## src/rtl/uart_rx_cfg_if.sv

```systemverilog
// rtl/uart_rx_cfg_if.sv - receive stream interface for uart_rx_cfg
//
// Purpose: carries one received frame from the receiver FIFO head to a consumer.
// Signals:
//   rdata_o  8  received byte, LSB-aligned, unused upper bits zero
//   perr_o   1  parity error flag of the head entry
//   ferr_o   1  framing error flag of the head entry
//   valid_o  1  head entry valid
//   ready_i  1  consumer accepts the head entry
// Modports: master = receiver side, slave = consumer side.
interface uart_rx_cfg_if;
  logic [7:0] rdata_o;
  logic       perr_o;
  logic       ferr_o;
  logic       valid_o;
  logic       ready_i;

  modport master (output rdata_o, perr_o, ferr_o, valid_o, input ready_i);
  modport slave  (input rdata_o, perr_o, ferr_o, valid_o, output ready_i);
endinterface

```

## src/rtl/uart_rx_cfg.sv

```systemverilog
// rtl/uart_rx_cfg.sv - runtime-configurable UART receiver with error-flagged receive FIFO
//
// Purpose: samples a serial line with a programmable bit period, data length,
// parity mode and stop-bit count, and queues {perr, ferr, data} per frame.
// Optional build macro: UART_RX_MAJORITY_EN (3-sample majority vote per bit,
// decision one cycle later than the single-sample build).
// Ports:
//   clk_i      system clock
//   srst_n_i   synchronous active-low reset
//   rx_i       serial line, idles high
//   div_i      clock cycles per bit (values below 4 act as 4), latched per frame
//   nbits_i    data length 00=5 .. 11=8, latched per frame
//   parity_i   00/11=none, 01=even, 10=odd, latched per frame
//   stop2_i    1 = two stop bits checked, latched per frame
//   strm       receive stream (rdata_o, perr_o, ferr_o, valid_o, ready_i)
//   ovf_o      sticky overflow flag
//   ovf_clr_i  clears ovf_o (a simultaneous new overflow wins)
//   busy_o     frame FSM not idle
module uart_rx_cfg #(
  parameter int DIV_W       = 32,
  parameter int FIFO_DEPTH  = 8,
  parameter int SYNC_STAGES = 2
) (
  input  logic                clk_i,
  input  logic                srst_n_i,
  input  logic                rx_i,
  input  logic [DIV_W-1:0]    div_i,
  input  logic [1:0]          nbits_i,
  input  logic [1:0]          parity_i,
  input  logic                stop2_i,
  uart_rx_cfg_if.master       strm,
  output logic                ovf_o,
  input  logic                ovf_clr_i,
  output logic                busy_o
);

  localparam int AW = $clog2(FIFO_DEPTH);

  typedef enum logic [2:0] {
    S_IDLE,
    S_START,
    S_DATA,
    S_PARITY,
    S_STOP1,
    S_STOP2
  } state_t;

  // ---------------- frame receiver state ----------------
  logic [SYNC_STAGES-1:0] sync_q, sync_d;
  logic                   rxs_prev_q, rxs_prev_d;
  state_t                 state_q, state_d;
  logic [DIV_W-1:0]       cnt_q, cnt_d;
  logic [2:0]             idx_q, idx_d;
  logic [7:0]             data_q, data_d;
  logic                   perr_q, perr_d;
  logic                   ferr_q, ferr_d;
  logic                   push_q, push_d;
  logic [DIV_W-1:0]       div_q, div_d;
  logic [1:0]             nbits_q, nbits_d;
  logic [1:0]             parity_q, parity_d;
  logic                   stop2_q, stop2_d;

  logic                   rxs;
  logic [DIV_W-1:0]       div_eff;
  logic                   tick0;
  logic                   decide;
  logic                   bit_s;
  logic                   par_en;
  logic [2:0]             last_idx;

`ifdef UART_RX_MAJORITY_EN
  logic s1_q, s1_d;
  logic s0_q, s0_d;
  logic pend_q, pend_d;
`endif

  assign rxs      = sync_q[SYNC_STAGES-1];
  assign div_eff  = (div_i < DIV_W'(4)) ? DIV_W'(4) : div_i;
  assign tick0    = (state_q != S_IDLE) && (cnt_q == '0);
  assign par_en   = (parity_q == 2'b01) || (parity_q == 2'b10);
  assign last_idx = {1'b0, nbits_q} + 3'd4;
  assign busy_o   = (state_q != S_IDLE);

  // The bit-period counter keeps its cadence from cnt==0 in both builds;
  // only the point where the sampled value is acted on moves.
`ifdef UART_RX_MAJORITY_EN
  assign decide = pend_q;
  assign bit_s  = (s1_q & s0_q) | (s1_q & rxs) | (s0_q & rxs);
`else
  assign decide = tick0;
  assign bit_s  = rxs;
`endif

  always_comb begin
    sync_d     = {sync_q[SYNC_STAGES-2:0], rx_i};
    rxs_prev_d = rxs;
    state_d    = state_q;
    cnt_d      = cnt_q;
    idx_d      = idx_q;
    data_d     = data_q;
    perr_d     = perr_q;
    ferr_d     = ferr_q;
    push_d     = 1'b0;
    div_d      = div_q;
    nbits_d    = nbits_q;
    parity_d   = parity_q;
    stop2_d    = stop2_q;
`ifdef UART_RX_MAJORITY_EN
    pend_d     = tick0;
    s0_d       = tick0 ? rxs : s0_q;
    s1_d       = ((state_q != S_IDLE) && (cnt_q == DIV_W'(1))) ? rxs : s1_q;
`endif

    if (state_q != S_IDLE) begin
      cnt_d = tick0 ? (div_q - DIV_W'(1)) : (cnt_q - DIV_W'(1));
    end

    case (state_q)
      S_IDLE: begin
        // Only a genuine 1->0 transition arms a frame, so a line held low
        // after a break cannot restart reception.
        if (rxs_prev_q && !rxs) begin
          state_d  = S_START;
          cnt_d    = (div_eff >> 1) - DIV_W'(1);
          div_d    = div_eff;
          nbits_d  = nbits_i;
          parity_d = parity_i;
          stop2_d  = stop2_i;
          idx_d    = 3'd0;
          data_d   = 8'h00;
          perr_d   = 1'b0;
          ferr_d   = 1'b0;
        end
      end
      S_START: begin
        if (decide) begin
          if (bit_s) begin
            state_d = S_IDLE;
          end else begin
            state_d = S_DATA;
            idx_d   = 3'd0;
          end
        end
      end
      S_DATA: begin
        if (decide) begin
          data_d[idx_q] = bit_s;
          if (idx_q == last_idx) begin
            state_d = par_en ? S_PARITY : S_STOP1;
          end else begin
            idx_d = idx_q + 3'd1;
          end
        end
      end
      S_PARITY: begin
        if (decide) begin
          perr_d  = ((^data_q) ^ bit_s) != (parity_q == 2'b10);
          state_d = S_STOP1;
        end
      end
      S_STOP1: begin
        if (decide) begin
          ferr_d = ferr_q | ~bit_s;
          if (stop2_q) begin
            state_d = S_STOP2;
          end else begin
            state_d = S_IDLE;
            push_d  = 1'b1;
          end
        end
      end
      S_STOP2: begin
        if (decide) begin
          ferr_d  = ferr_q | ~bit_s;
          state_d = S_IDLE;
          push_d  = 1'b1;
        end
      end
      default: state_d = S_IDLE;
    endcase
  end

  always_ff @(posedge clk_i) begin
    if (!srst_n_i) begin
      sync_q     <= '1;
      rxs_prev_q <= 1'b1;
      state_q    <= S_IDLE;
      cnt_q      <= '0;
      idx_q      <= 3'd0;
      data_q     <= 8'h00;
      perr_q     <= 1'b0;
      ferr_q     <= 1'b0;
      push_q     <= 1'b0;
      div_q      <= DIV_W'(4);
      nbits_q    <= 2'b11;
      parity_q   <= 2'b00;
      stop2_q    <= 1'b0;
`ifdef UART_RX_MAJORITY_EN
      s1_q       <= 1'b1;
      s0_q       <= 1'b1;
      pend_q     <= 1'b0;
`endif
    end else begin
      sync_q     <= sync_d;
      rxs_prev_q <= rxs_prev_d;
      state_q    <= state_d;
      cnt_q      <= cnt_d;
      idx_q      <= idx_d;
      data_q     <= data_d;
      perr_q     <= perr_d;
      ferr_q     <= ferr_d;
      push_q     <= push_d;
      div_q      <= div_d;
      nbits_q    <= nbits_d;
      parity_q   <= parity_d;
      stop2_q    <= stop2_d;
`ifdef UART_RX_MAJORITY_EN
      s1_q       <= s1_d;
      s0_q       <= s0_d;
      pend_q     <= pend_d;
`endif
    end
  end

  // ---------------- receive FIFO with registered head ----------------
  // Occupancy counts the storage entries plus the head register, so the
  // total number of frames held is exactly FIFO_DEPTH.
  logic [9:0]    mem_q [FIFO_DEPTH];
  logic [AW-1:0] wr_ptr_q, wr_ptr_d;
  logic [AW-1:0] rd_ptr_q, rd_ptr_d;
  logic [AW:0]   fcnt_q, fcnt_d;
  logic [9:0]    head_q, head_d;
  logic          valid_q, valid_d;
  logic          ovf_q, ovf_d;

  logic          pop;
  logic [AW:0]   occ;
  logic          full;
  logic          wr_en;
  logic          load;
  logic [9:0]    entry;

  // push_q is asserted the cycle after the final stop decision; the frame
  // registers still hold that frame even if a new start is armed this cycle.
  assign entry = {perr_q, ferr_q, data_q};
  assign pop   = valid_q & strm.ready_i;
  assign occ   = fcnt_q + {{AW{1'b0}}, valid_q};
  assign full  = (occ == (AW+1)'(FIFO_DEPTH));
  assign wr_en = push_q && (!full || pop);
  assign load  = (!valid_q || pop) && (fcnt_q != '0);

  always_comb begin
    wr_ptr_d = wr_ptr_q;
    rd_ptr_d = rd_ptr_q;
    fcnt_d   = fcnt_q;
    head_d   = head_q;
    valid_d  = valid_q;
    ovf_d    = ovf_q;

    if (wr_en) begin
      wr_ptr_d = wr_ptr_q + AW'(1);
    end

    if (load) begin
      head_d   = mem_q[rd_ptr_q];
      valid_d  = 1'b1;
      rd_ptr_d = rd_ptr_q + AW'(1);
    end else if (pop) begin
      valid_d  = 1'b0;
    end

    case ({wr_en, load})
      2'b10:   fcnt_d = fcnt_q + (AW+1)'(1);
      2'b01:   fcnt_d = fcnt_q - (AW+1)'(1);
      default: fcnt_d = fcnt_q;
    endcase

    if (ovf_clr_i) begin
      ovf_d = 1'b0;
    end
    if (push_q && full && !pop) begin
      ovf_d = 1'b1;
    end
  end

  always_ff @(posedge clk_i) begin
    if (srst_n_i && wr_en) begin
      mem_q[wr_ptr_q] <= entry;
    end
  end

  always_ff @(posedge clk_i) begin
    if (!srst_n_i) begin
      wr_ptr_q <= '0;
      rd_ptr_q <= '0;
      fcnt_q   <= '0;
      head_q   <= '0;
      valid_q  <= 1'b0;
      ovf_q    <= 1'b0;
    end else begin
      wr_ptr_q <= wr_ptr_d;
      rd_ptr_q <= rd_ptr_d;
      fcnt_q   <= fcnt_d;
      head_q   <= head_d;
      valid_q  <= valid_d;
      ovf_q    <= ovf_d;
    end
  end

  assign strm.rdata_o = head_q[7:0];
  assign strm.ferr_o  = head_q[8];
  assign strm.perr_o  = head_q[9];
  assign strm.valid_o = valid_q;
  assign ovf_o        = ovf_q;

endmodule
```

## src/flat_wrapper.sv

```systemverilog
// flat-port wrapper written by rule: the top's interface ports become plain ports
module uart_rx_cfg_flat 
#(
  parameter int DIV_W       = 32,
  parameter int FIFO_DEPTH  = 8,
  parameter int SYNC_STAGES = 2
)
  (clk_i, srst_n_i, rx_i, div_i, nbits_i, parity_i, stop2_i, ovf_o, ovf_clr_i, busy_o, strm_rdata_o, strm_perr_o, strm_ferr_o, strm_valid_o, strm_ready_i);
  uart_rx_cfg_if strm_i ();
  input  logic clk_i;
  input  logic srst_n_i;
  input  logic rx_i;
  input  logic [DIV_W-1:0] div_i;
  input  logic [1:0] nbits_i;
  input  logic [1:0] parity_i;
  input  logic stop2_i;
  output logic ovf_o;
  input  logic ovf_clr_i;
  output logic busy_o;
  output wire logic [$bits(strm_i.rdata_o)-1:0] strm_rdata_o;
  output wire logic [$bits(strm_i.perr_o)-1:0] strm_perr_o;
  output wire logic [$bits(strm_i.ferr_o)-1:0] strm_ferr_o;
  output wire logic [$bits(strm_i.valid_o)-1:0] strm_valid_o;
  input wire logic [$bits(strm_i.ready_i)-1:0] strm_ready_i;
  assign strm_rdata_o = strm_i.rdata_o;
  assign strm_perr_o = strm_i.perr_o;
  assign strm_ferr_o = strm_i.ferr_o;
  assign strm_valid_o = strm_i.valid_o;
  assign strm_i.ready_i = strm_ready_i;
  uart_rx_cfg #(.DIV_W(DIV_W), .FIFO_DEPTH(FIFO_DEPTH), .SYNC_STAGES(SYNC_STAGES)) u_core (.clk_i(clk_i), .srst_n_i(srst_n_i), .rx_i(rx_i), .div_i(div_i), .nbits_i(nbits_i), .parity_i(parity_i), .stop2_i(stop2_i), .strm(strm_i), .ovf_o(ovf_o), .ovf_clr_i(ovf_clr_i), .busy_o(busy_o));
endmodule
```

## config.mk

```make
export PLATFORM = sky130hd
export DESIGN_NAME = uart_rx_cfg_flat
export DESIGN_NICKNAME = d
export VERILOG_FILES = /design/src/rtl/uart_rx_cfg_if.sv /design/src/rtl/uart_rx_cfg.sv /design/src/flat_wrapper.sv
export SDC_FILE = /design/constraint.sdc
export NUM_CORES = 1
export LEC_CHECK = 0
export BUFFER_PORTS_ARGS = -buffer_cell sky130_fd_sc_hd__buf_2
export CORE_MARGIN = 4
export CORE_UTILIZATION = 45
export DETAILED_ROUTE_END_ITERATION = 10
export GPL_TIMING_DRIVEN = 0
export SYNTH_ARGS = -nofsm -noshare
export SYNTH_HDL_FRONTEND = slang
export SYNTH_SLANG_ARGS = --single-unit
```

## constraint.sdc

```tcl
create_clock -name clk_i -period 4.12 [get_ports clk_i]
set_input_delay 0.206 -clock clk_i [delete_from_list [all_inputs] [get_ports clk_i]]
set_output_delay 0.206 -clock clk_i [all_outputs]
set_load 0.01 [all_outputs]
```

==> reports/metrics.csv, run 1 <==
stage;metric;value;unit
yosys;synth_edf_count;80;
floorplanning;dieArea;23800;um^2
yosys;synth_cell_types;63;
clocking;cts_tree;yes;
floorplanning;rows;53;
clocking;clock_sinks;191;
floorplanning;io_pins;55;
sta;worst_slack;0.270;ns
sta;setup_viol;0;
cells_and_area;seq_area;4620;um^2
yosys;synth_top_area_share;25.0;%
placement;place_congestion;0.955;
setup_path;startpoint_type;register;
power;switchingPower;0.00170;W
global_route;grt_pass1_vias;7630;
drt;drc;0;
sta;slew_violations;0;
cells_and_area;multiInputGateArea;4780;um^2
setup_path;cp_max_fo;10;
clocking;clk_path_buf_depth;2;
drt;wl;28700;um
sta;slew_headroom;26.6;%
sta;finalHoldViolCount;0;
cells_and_area;final_common_cell;nand2_1;
power;leakage;3.90;nW
sta;tightest_slew;1.10;ns
run_status;outcome;finished, final reports clean;
global_route;grt_pass1_wl;44300;um
floorplanning;die_w;154;um
sta;finalCriticalPeriod;3.85;ns
power;swShare;33.4;%
clocking;cts_root_buf;clkbuf_16;
power;intPower;0.00338;W
drt;first_iter_violations;833;
cells_and_area;num-nets-final;1136;
setup_path;crit_arrival;4.15;ns
clocking;htree_levels;4;
cells_and_area;fillCellCount;1956;
worst_hold_path;holdCritPathClass;in -> reg;
clocking;clkLatencyLatePin;0.45;ns
yosys;syn_area;9610;um^2
yosys;synthTopCellsByArea;edfxtp_1 (25%), dfxtp_1 (23%), a21oi_1 (4.8%);
placement;dp.final_hpwl;20700;um
power;clockPowerShare;34.2;%
floorplanning;start_util;45.7;%
sta;rsz0062_at_grt;false;
sta;final.setup.tns;0;ns
floorplanning;core;21000;um^2
clocking;clkTransAtPathRegs;0.08;ns
setup_path;cp-end-kind;register;
cells_and_area;layout-drive-gt1-share;12.0;%
floorplanning;dieHeight;154;um
power;pwr-share-seq;42.7;%
placement;place_ws;-0.530;ns
yosys;synth-seq-cells;191;
global_route;grt_overflow_total;0;
drt;dr.pass1.iters;8;
setup_path;criticalPathCategory;reg -> reg;
global_route;antenna_found_initial;1;
power;vdd.ir_drop.worst;281;uV
power;power;0.00509;W
setup_path;rrSetupSlack;0.27;ns
yosys;async_reset_ff_share;0;%
yosys;ys_warn_count;0;
yosys;syn_inst;1000;
yosys;dominantRegCellSynth;dfxtp_1;
power;p_comb_share;23.1;%
yosys;synth_nets;1055;
sta;post-route-period-util;93.4;%
yosys;yosysSeqAreaShare;48.1;%
cells_and_area;layout_common_cells;nand2_1 (116), nor2_1 (114), dfxtp_1 (111);
global_route;grt_usage;24.1;%
sta;skew;0.0148;ns
global_route;grt_max_degree;24;
yosys;avgSynthCellArea;9.61;um^2
run;cap_violations;0;
drt;vias;8125;
sta;fmax;260;MHz
power;cellPowerDensity;462;nW/um^2
yosys;synth_top_area_cell;edfxtp_1;
clocking;cts_buffers;17;
cells_and_area;area_growth;14.4;%
placement;io_buffers;54;
drt;ant_nets;0;
setup_path;crit_required;4.42;ns
drt;viasPerCell;5.93;
drt;wl_per_cell;20.9;um
## state kept, by name, indices dropped and copies added, names as in the netlist
register	flops
u_core.rxs_prev_q	1
u_core.div_q	32
u_core.mem_q	80
u_core.cnt_q	32
u_core.ovf_o	1
u_core.parity_q	2
u_core.idx_q	3
u_core.ferr_q	1
u_core.fcnt_q	4
u_core.wr_ptr_q	3
u_core.strm.valid_o	1
u_core.head_q	10
u_core.sync_q	2
u_core.perr_q	1
u_core.nbits_q	2
u_core.stop2_q	1
u_core.state_q	3
u_core.data_q	8
u_core.push_q	1
u_core.rd_ptr_q	3
## final timing paths
check | from | end | depth (start not counted)
max | u_core.cnt_q[3]$_SDFF_PN0_ | u_core.cnt_q[18]$_SDFF_PN0_ | 15
min | stop2_i | u_core.stop2_q$_SDFFE_PN0P_ | 3
max reg2reg | u_core.cnt_q[3]$_SDFF_PN0_ | u_core.cnt_q[18]$_SDFF_PN0_ | 15
min reg2reg | u_core.sync_q[0]$_SDFF_PN1_ | u_core.sync_q[1]$_SDFF_PN1_ | 1
## power groups by stage
| stage | Clock [W] | Combinational [W] | Sequential (W) |
|---|---|---|---|
| after global placement | 0 | 0.00114 | 0.00221 |
| after global routing | 0.00184 | 0.00129 | 0.00219 |
| after floorplan | 0 | 0.000812 | 0.00220 |
| after detailed placement | 0 | 0.00115 | 0.00221 |
| final | 0.00174 | 0.00118 | 0.00217 |
| after CTS | 0.00177 | 0.00116 | 0.00217 |
## per-layer routing
| layer | wire [um] | track usage, % | vias to the layer above |
|---|---|---|---|
| li1 | - | - | 3850 |
| met1 | 13000 | 34.4 | 3877 |
| met2 | 12500 | 35.9 | 332 |
| met3 | 2400 | 5.77 | 66 |
| met4 | 700 | 8.62 | 0 |
| met5 | 0 | 0 | - |
## synth_stat cells (3+ instances only)
cell type / number
nand2_1: 116
nor2_1: 114
dfxtp_1: 111
a21oi_1: 93
edfxtp_1: 80
clkbuf_1: 44
nand3_1: 40
xnor2_1: 38
o21ai_0: 31
nor3_1: 29
xor2_1: 24
mux2i_1: 23
a211oi_1: 20
mux4_2: 20
nor4_1: 17
or3_1: 15
inv_1: 13
ha_1: 12
nand4_1: 12
nand2b_1: 11
or4_1: 10
nor4b_1: 9
o211ai_1: 9
o22ai_1: 9
o32ai_1: 9
a31oi_1: 8
and2_1: 7
and3_1: 7
a211o_1: 5
buf_2: 5
nand4b_1: 5
nor2b_1: 5
a21o_1: 3
and4b_1: 3
buf_1: 3
nand3b_1: 3
nor3b_1: 3
o21a_1: 3
## cell type report
| class | count | share of cell area (%) |
|---|---|---|
| clock buffer | 17 | 3.87 |
| timing repair buffer | 62 | 3.19 |
| buffer | 52 | 1.88 |
| tap | 275 | 3.13 |
| sequential | 191 | 42.1 |
| antenna | 1 | 0.0228 |
| clock inverter | 15 | 1.88 |
| multi-input combinational | 743 | 43.5 |
| inverter | 14 | 0.478 |
## worst max-delay path: stages, from the launching register on
cell and delay, ns:
dfxtp_1 0.37, or3_1 0.38, clkbuf_1 0.24, or4_4 0.61
nor4_4 0.29, clkbuf_4 0.29, clkbuf_4 0.27, a21oi_1 0.11
ha_1 0.22, nand2b_1 0.16, nor4_4 0.08, nand2_1 0.10
a21oi_2 0.09, o21ai_0 0.19, xnor2_1 0.16, o32ai_1 0.09
## repair_timing
item,CTS,global route
setup buffers,1,0
gates resized for setup,3,8
endpoints found under the setup margin,13,10
hold buffers,5,0
endpoints found under the hold margin,5,0
pin swaps,1,0
## through the flow
stage	hold slack (ns)	instances	utilization (%)	cell area [um^2]
finish	0.0184	1370	52.3	11000
global route	0.0231	1369	52.3	11000
CTS	0.00189	1369	52.2	11000
detailed placement	0.393	1331	48.8	10300
global placement	0.388	1329	48.6	10200
floorplan	0.307	1000	-	9610
## kinds of logic after synthesis
kind of cell | count (synthesis) | synth area share, %
multiplexers | 46 | 7.55
AO/OA/AOI/OAI | 210 | 13.5
buffers and inverters | 66 | 2.64
AND/OR/NAND/NOR | 412 | 20.8
flip-flops | 191 | 48.1
XOR/XNOR | 62 | 5.65
adder cells (fa/ha/maj) | 13 | 1.77
No activity file was read; power rests on OpenSTA's default activity.
==> run 2: changes to the inputs <==
- clock period: 4.12 -> 3.8 ns (I/O delays scaled with it)
==> reports/metrics.csv, run 2 (same netlist as run 1, synthesis figures left out) <==
stage;metric;value;unit;change
drt;ant_nets;0;;unchanged
drt;first_iter_violations;843;;+1.2%
setup_path;critPathTopFamily;simple AND/OR/NAND/NOR gates;;
sta;post-route-period-util;95.2;%;+1.8 points
global_route;grt_max_degree;24;;unchanged
setup_path;max_stage_delay;0.45;ns;-0.16 ns
sta;skew;0.0127;ns;-0.00212 ns
placement;dp.final_hpwl;20700;um;unchanged
drt;vias;8077;;-0.59%
setup_path;startpoint_type;register;;
drt;wl;28700;um;about the same
drt;viasPerCell;5.88;;-0.88%
setup_path;crit_buf_inv;3;;unchanged
sta;finalCriticalPeriod;3.62;ns;-0.232 ns
drt;wl_per_cell;20.9;um;-0.34%
sta;slew_violations;0;;unchanged
sta;fmax;276;MHz;+6.4%
floorplanning;dieArea;23800;um^2;unchanged
clocking;cts_root_buf;clkbuf_16;;
cells_and_area;largest_register;u_core.mem_q;;
power;vdd.ir_drop.worst;307;uV;+9.4%
power;cellPowerDensity;499;nW/um^2;+7.8%
floorplanning;dieHeight;154;um;unchanged
run_status;outcome;finished, final reports clean;;
setup_path;criticalPathCategory;reg -> reg;;
placement;place_congestion;0.955;;unchanged
cells_and_area;layout_common_cells;nand2_1 (116), nor2_1 (113), dfxtp_1 (111);;
run;cap_violations;0;;unchanged
cells_and_area;num-nets-final;1140;;+0.35%
drt;dr.pass1.iters;5;;-3
cells_and_area;largest_register_ffs;80;;unchanged
global_route;grt_usage;24.2;%;+0.083 points
sta;holdWs;0.0142;ns;-0.00414 ns
cells_and_area;finalInstanceArea;11100;um^2;+0.67%
clocking;clk_path_buf_depth;2;;unchanged
cells_and_area;area_growth;15.2;%;
setup_path;crit_required;4.13;ns;-0.29 ns
cells_and_area;top_regs;u_core.mem_q x80, u_core.cnt_q x32, u_core.div_q x32;;
sta;setup_viol;0;;unchanged
sta;finalHoldViolCount;0;;unchanged
drt;drc;0;;unchanged
sta;tightest_slew;1.10;ns;+0.00664 ns
global_route;grt_pass1_wl;44500;um;+0.42%
cells_and_area;layout-drive-gt1-share;12.7;%;+0.68 points
floorplanning;core;21000;um^2;unchanged
cells_and_area;final_common_cell;nand2_1;;
placement;io_buffers;54;;unchanged
clocking;clock_sinks;191;;unchanged
placement;dpl_cell_area;10300;um^2;unchanged
floorplanning;die_w;154;um;unchanged
sta;rsz0062_at_grt;false;;
sta;slew_headroom;25.7;%;-0.85 points
setup_path;crit_chain;clkbuf_1 > nor3_2 > or4_4 > nor4_4 > buf_6 > buf_4 > a21oi_1 > ha_1 > nand2b_1 > nor4_4 > nand2_1 > a21oi_2 > nand4_1 > a31oi_1 > a31oi_1;;
worst_hold_path;holdCritPathClass;in -> reg;;
setup_path;cp-end-kind;register;;
clocking;clkTransAtPathRegs;0.08;ns;about the same
clocking;htree_levels;4;;unchanged
clocking;cts_buffers;17;;unchanged
power;leakage;3.93;nW;+0.69%
global_route;antenna_found_initial;1;;unchanged
setup_path;cp_max_fo;10;;unchanged
global_route;grt_overflow_total;0;;unchanged
clocking;cts_tree;yes;;
cells_and_area;fillCellCount;1949;;-0.36%
floorplanning;start_util;45.7;%;unchanged
setup_path;crit_arrival;3.95;ns;-0.20 ns
global_route;grt_pass1_vias;7683;;+0.69%
clocking;clkLatencyLatePin;0.45;ns;about the same
floorplanning;rows;53;;unchanged
floorplanning;io_pins;55;;unchanged
setup_path;slowest_stage;nor3_2;;
==> run 2: changes by cell type in the layout (fill, tap and decap cells not counted), moves of 2 or more <==
cell           delta
buf_4             +3
dlygate4sd3_1     +3
clkbuf_4          -2
nand3_1           -2
nand3_2           +2
==> run 2: stage by stage <==
| stage | instances | total power [W] | TNS, ns | utilization [%] | setup WS (ns) |
|---|---|---|---|---|---|
| after floorplan | 1000 | 0.00327 | 0 | - | 0.269 |
| after global placement | 1329 | 0.00363 | -8.86 | 48.6 | -0.897 |
| after detailed placement | 1331 | 0.00364 | -7.94 | 48.8 | -0.850 |
| after CTS | 1372 | 0.00554 | 0 | 52.4 | 0.0285 |
| after global routing | 1373 | 0.00578 | 0 | 52.7 | 0.0194 |
| final | 1374 | 0.00552 | 0 | 52.7 | 0.182 |
==> run 2: repair_timing <==
action,in CTS,in global routing
endpoints found under the hold margin,8,0
buffers inserted,1,2
pin swaps,1,3
endpoints found under the setup margin,16,14
gates resized for setup,9,12
hold buffers,8,0
==> run 2: report_power, final <==
part	switching [W]	total [W]	internal (W)
registers	0.000117	0.00235	0.00224
logic	0.000768	0.00128	0.000514
clock network	0.000963	0.00189	0.000923
==> run 2: worst reg2reg max path, stage by stage (launching register included) <==
cell,delay (ns)
dfxtp_1,0.30
clkbuf_1,0.20
nor3_2,0.45
or4_4,0.27
nor4_4,0.05
buf_6,0.15
buf_4,0.19
a21oi_1,0.20
ha_1,0.21
nand2b_1,0.13
nor4_4,0.34
nand2_1,0.13
a21oi_2,0.41
nand4_1,0.18
a31oi_1,0.22
a31oi_1,0.09
==> run 2: final timing paths <==
kind	from	depth (start not counted)	slack [ns]	to
max	u_core.state_q[1]$_SDFFE_PN0P_	15	0.18	u_core.cnt_q[20]$_SDFF_PN0_
min	div_i[6]	3	0.01	u_core.div_q[6]$_SDFFE_PN0P_
max reg2reg	u_core.state_q[1]$_SDFFE_PN0P_	15	0.18	u_core.cnt_q[20]$_SDFF_PN0_
min reg2reg	u_core.sync_q[0]$_SDFF_PN1_	1	0.41	u_core.sync_q[1]$_SDFF_PN1_
==> run 2: cell type report <==
| cell class | count | area (um^2) | share of cell area (%) |
|---|---|---|---|
| Inverter | 14 | 52.6 | 0.475 |
| Timing Repair Buffer | 67 | 395 | 3.57 |
| Tap cell | 275 | 344 | 3.11 |
| Buffer | 51 | 206 | 1.86 |
| Antenna cell | 1 | 2.50 | 0.0226 |
| Clock inverter | 15 | 206 | 1.86 |
| Sequential cell | 191 | 4620 | 41.8 |
| Clock buffer | 17 | 425 | 3.84 |
| Multi-Input combinational cell | 743 | 4810 | 43.5 |
==> run 2: metal layers <==
metal / up-vias / part of all wire [%] / global-route usage (%)
li1: 3857 / - / -
met1: 3839 / 45 / 34.3
met2: 329 / 44 / 36.1
met3: 52 / 8.3 / 5.99
met4: 0 / 2.4 / 8.62
met5: - / 0 / 0
==> run 3: changes to the inputs <==
- CAP_MARGIN: unset -> 20
- REMOVE_ABC_BUFFERS: unset -> 1
==> reports/metrics.csv, run 3 (same netlist as run 1, synthesis figures left out) <==
stage;metric;value;unit;change
run_status;outcome;finished, final reports clean;;
cells_and_area;layout.cells.non_filler;1340;;-2.5%
run;cap_violations;0;;unchanged
cells_and_area;final_util;52.7;%;+0.072 points
power;vdd.ir_drop.worst;304;uV;-0.88%
sta;tightest_slew;1.07;ns;-0.0356 ns
clocking;clock_sinks;191;;unchanged
floorplanning;dieArea;23800;um^2;unchanged
sta;slew_headroom;28.5;%;+2.8 points
power;cellPowerDensity;485;nW/um^2;-2.6%
clocking;clk_path_buf_depth;2;;unchanged
placement;dp.final_hpwl;17100;um;-17%
setup_path;timing.rr.end;u_core.cnt_q[14]$_SDFF_PN0_;;
sta;post-route-period-util;96.3;%;+1.1 points
clocking;cts_buffers;17;;unchanged
setup_path;cp-end-kind;register;;
cells_and_area;top_regs;u_core.mem_q x80, u_core.cnt_q x32, u_core.div_q x32;;
clocking;cts_tree;yes;;
placement;dp.cells;1290;;-3.1%
cells_and_area;layout-drive-gt1-share;14.2;%;+1.5 points
floorplanning;io_pins;55;;unchanged
setup_path;cp-startpoint;u_core.cnt_q[13]$_SDFF_PN0_;;
sta;finalCriticalPeriod;3.66;ns;+0.0426 ns
floorplanning;rows;53;;unchanged
drt;dr.pass1.iters;5;;unchanged
power;leakage;3.97;nW;+0.97%
global_route;grt_pass1_vias;7422;;-3.4%
sta;fmax;273;MHz;-1.2%
setup_path;criticalPathCategory;reg -> reg;;
drt;vias;7745;;-4.1%
cells_and_area;diodes;0;;-1
drt;ant_nets;0;;unchanged
clocking;clkTransAtPathRegs;0.08;ns;about the same
drt;drc;0;;unchanged
drt;viasPerCell;5.78;;-1.7%
cells_and_area;layout_common_cells;nand2_1 (115), nor2_1 (113), dfxtp_1 (110);;
clocking;cts_root_buf;clkbuf_16;;
cells_and_area;final_common_cell;nand2_1;;
cells_and_area;area_growth;15.3;%;
cells_and_area;largest_register_ffs;80;;unchanged
worst_hold_path;holdCritPathClass;in -> reg;;
sta;skew;0.0162;ns;+0.00350 ns
drt;wl;24800;um;-13%
drt;wl_per_cell;18.5;um;-11%
floorplanning;dieHeight;154;um;unchanged
global_route;grt_max_degree;39;;+63%
global_route;grt_usage;21.1;%;-3.2 points
sta;rsz0062_at_grt;false;;
setup_path;setup.worst_path.end;u_core.cnt_q[14]$_SDFF_PN0_;;
cells_and_area;largest_register;u_core.mem_q;;
floorplanning;start_util;45.7;%;unchanged
setup_path;startpoint_type;register;;
sta;finalHoldViolCount;0;;unchanged
setup_path;reg2reg_from;u_core.cnt_q[13]$_SDFF_PN0_;;
cells_and_area;num-nets-final;1107;;-2.9%
floorplanning;core;21000;um^2;unchanged
clocking;htree_levels;4;;unchanged
sta;final.setup.tns;0;ns;unchanged
setup_path;cp_max_fo;16;;+6
clocking;clkLatencyLatePin;0.45;ns;about the same
placement;io_buffers;54;;unchanged
setup_path;crit_arrival;3.97;ns;+0.02 ns
cells_and_area;seq_area;4630;um^2;about the same
cells_and_area;fillCellCount;1906;;-2.2%
sta;slew_violations;0;;unchanged
global_route;grt_pass1_wl;39800;um;-11%
setup_path;rrSetupSlack;0.14;ns;-0.04 ns
sta;setup_viol;0;;unchanged
cells_and_area;multiInputGateArea;4810;um^2;about the same
setup_path;reg2regPathDepth;7;;-8
drt;first_iter_violations;537;;-36%
global_route;grt_overflow_total;0;;unchanged
global_route;antenna_found_initial;0;;-1
setup_path;crit_required;4.11;ns;-0.02 ns
placement;place_congestion;0.870;;-8.9%
floorplanning;die_w;154;um;unchanged
==> run 3: cell count changes in the layout (fill, tap and decap cells not counted), moves of 3 or more <==
cell and change:
buf_2 -3, inv_12 -4, buf_6 +4, buf_8 +5
dlygate4sd3_1 +3, nor4_2 +3, clkbuf_1 -43, buf_1 -3
==> run 3: worst min path at each step <==
stage / start / endpoint / slack, ns / cells after the start
finish: div_i[8] / u_core.div_q[8]$_SDFFE_PN0P_ / 0.02 / 3
global route: div_i[20] / u_core.div_q[20]$_SDFFE_PN0P_ / 0.02 / 3
CTS: div_i[14] / u_core.div_q[14]$_SDFFE_PN0P_ / 0.0005 / 3
detailed placement: rx_i / u_core.sync_q[0]$_SDFF_PN1_ / 0.38 / 2
global placement: rx_i / u_core.sync_q[0]$_SDFF_PN1_ / 0.38 / 2
floorplan: srst_n_i / u_core.nbits_q[0]$_SDFFE_PN1P_ / 0.26 / 1
==> run 3: area by class of cell <==
cell class | instances | area share (%)
flip-flops and latches | 191 | 41.7
inverters | 14 | 0.474
repair buffers | 85 | 5.77
clock buffers | 17 | 3.84
clock inverters | 15 | 1.68
well taps | 275 | 3.10
multi-input cells | 743 | 43.4
==> run 3: worst max-delay path, cell delays in order, from the launching register on <==
cell and delay, ns:
dfxtp_1 0.37, or4_1 0.69, or4_4 0.58, or4_1 0.88, or3_1 0.47, a211oi_2 0.24
xor2_1 0.19, o32ai_1 0.09
==> run 3: timing repair <==
action	CTS	global route
endpoints found under the hold margin	11	0
endpoints found under the setup margin	10	8
buffers inserted	1	3
hold buffers	11	0
resized for setup	3	5
pin swaps	1	1
==> run 3: per-stage QoR <==
| stage | setup WS (ns) | cell area, um^2 | hold slack (ns) | total power (W) |
|---|---|---|---|---|
| global placement | -2.84 | 10000 | 0.384 | 0.00356 |
| detailed placement | -0.552 | 10300 | 0.377 | 0.00361 |
| CTS | 0.00346 | 11000 | 0.000510 | 0.00543 |
| global route | 0.0345 | 11100 | 0.0165 | 0.00568 |
| floorplan | -0.875 | 9410 | 0.262 | 0.00324 |
| finish | 0.139 | 11100 | 0.0180 | 0.00538 |
==> run 3: metal layers <==
layer	share of wire, %	wire length, um	track usage [%]
met1	43	10800	27.0
met2	50	12300	35.7
met3	4.5	1110	3.52
met5	0	0	0
met4	2.6	645	8.07
==> run 3: power by group <==
group,total [W],internal [W],switching (W)
logic,0.00115,0.000522,0.000628
clock network,0.00181,0.000897,0.000910
registers,0.00243,0.00224,0.000189
total,0.00538,0.00366,0.00173
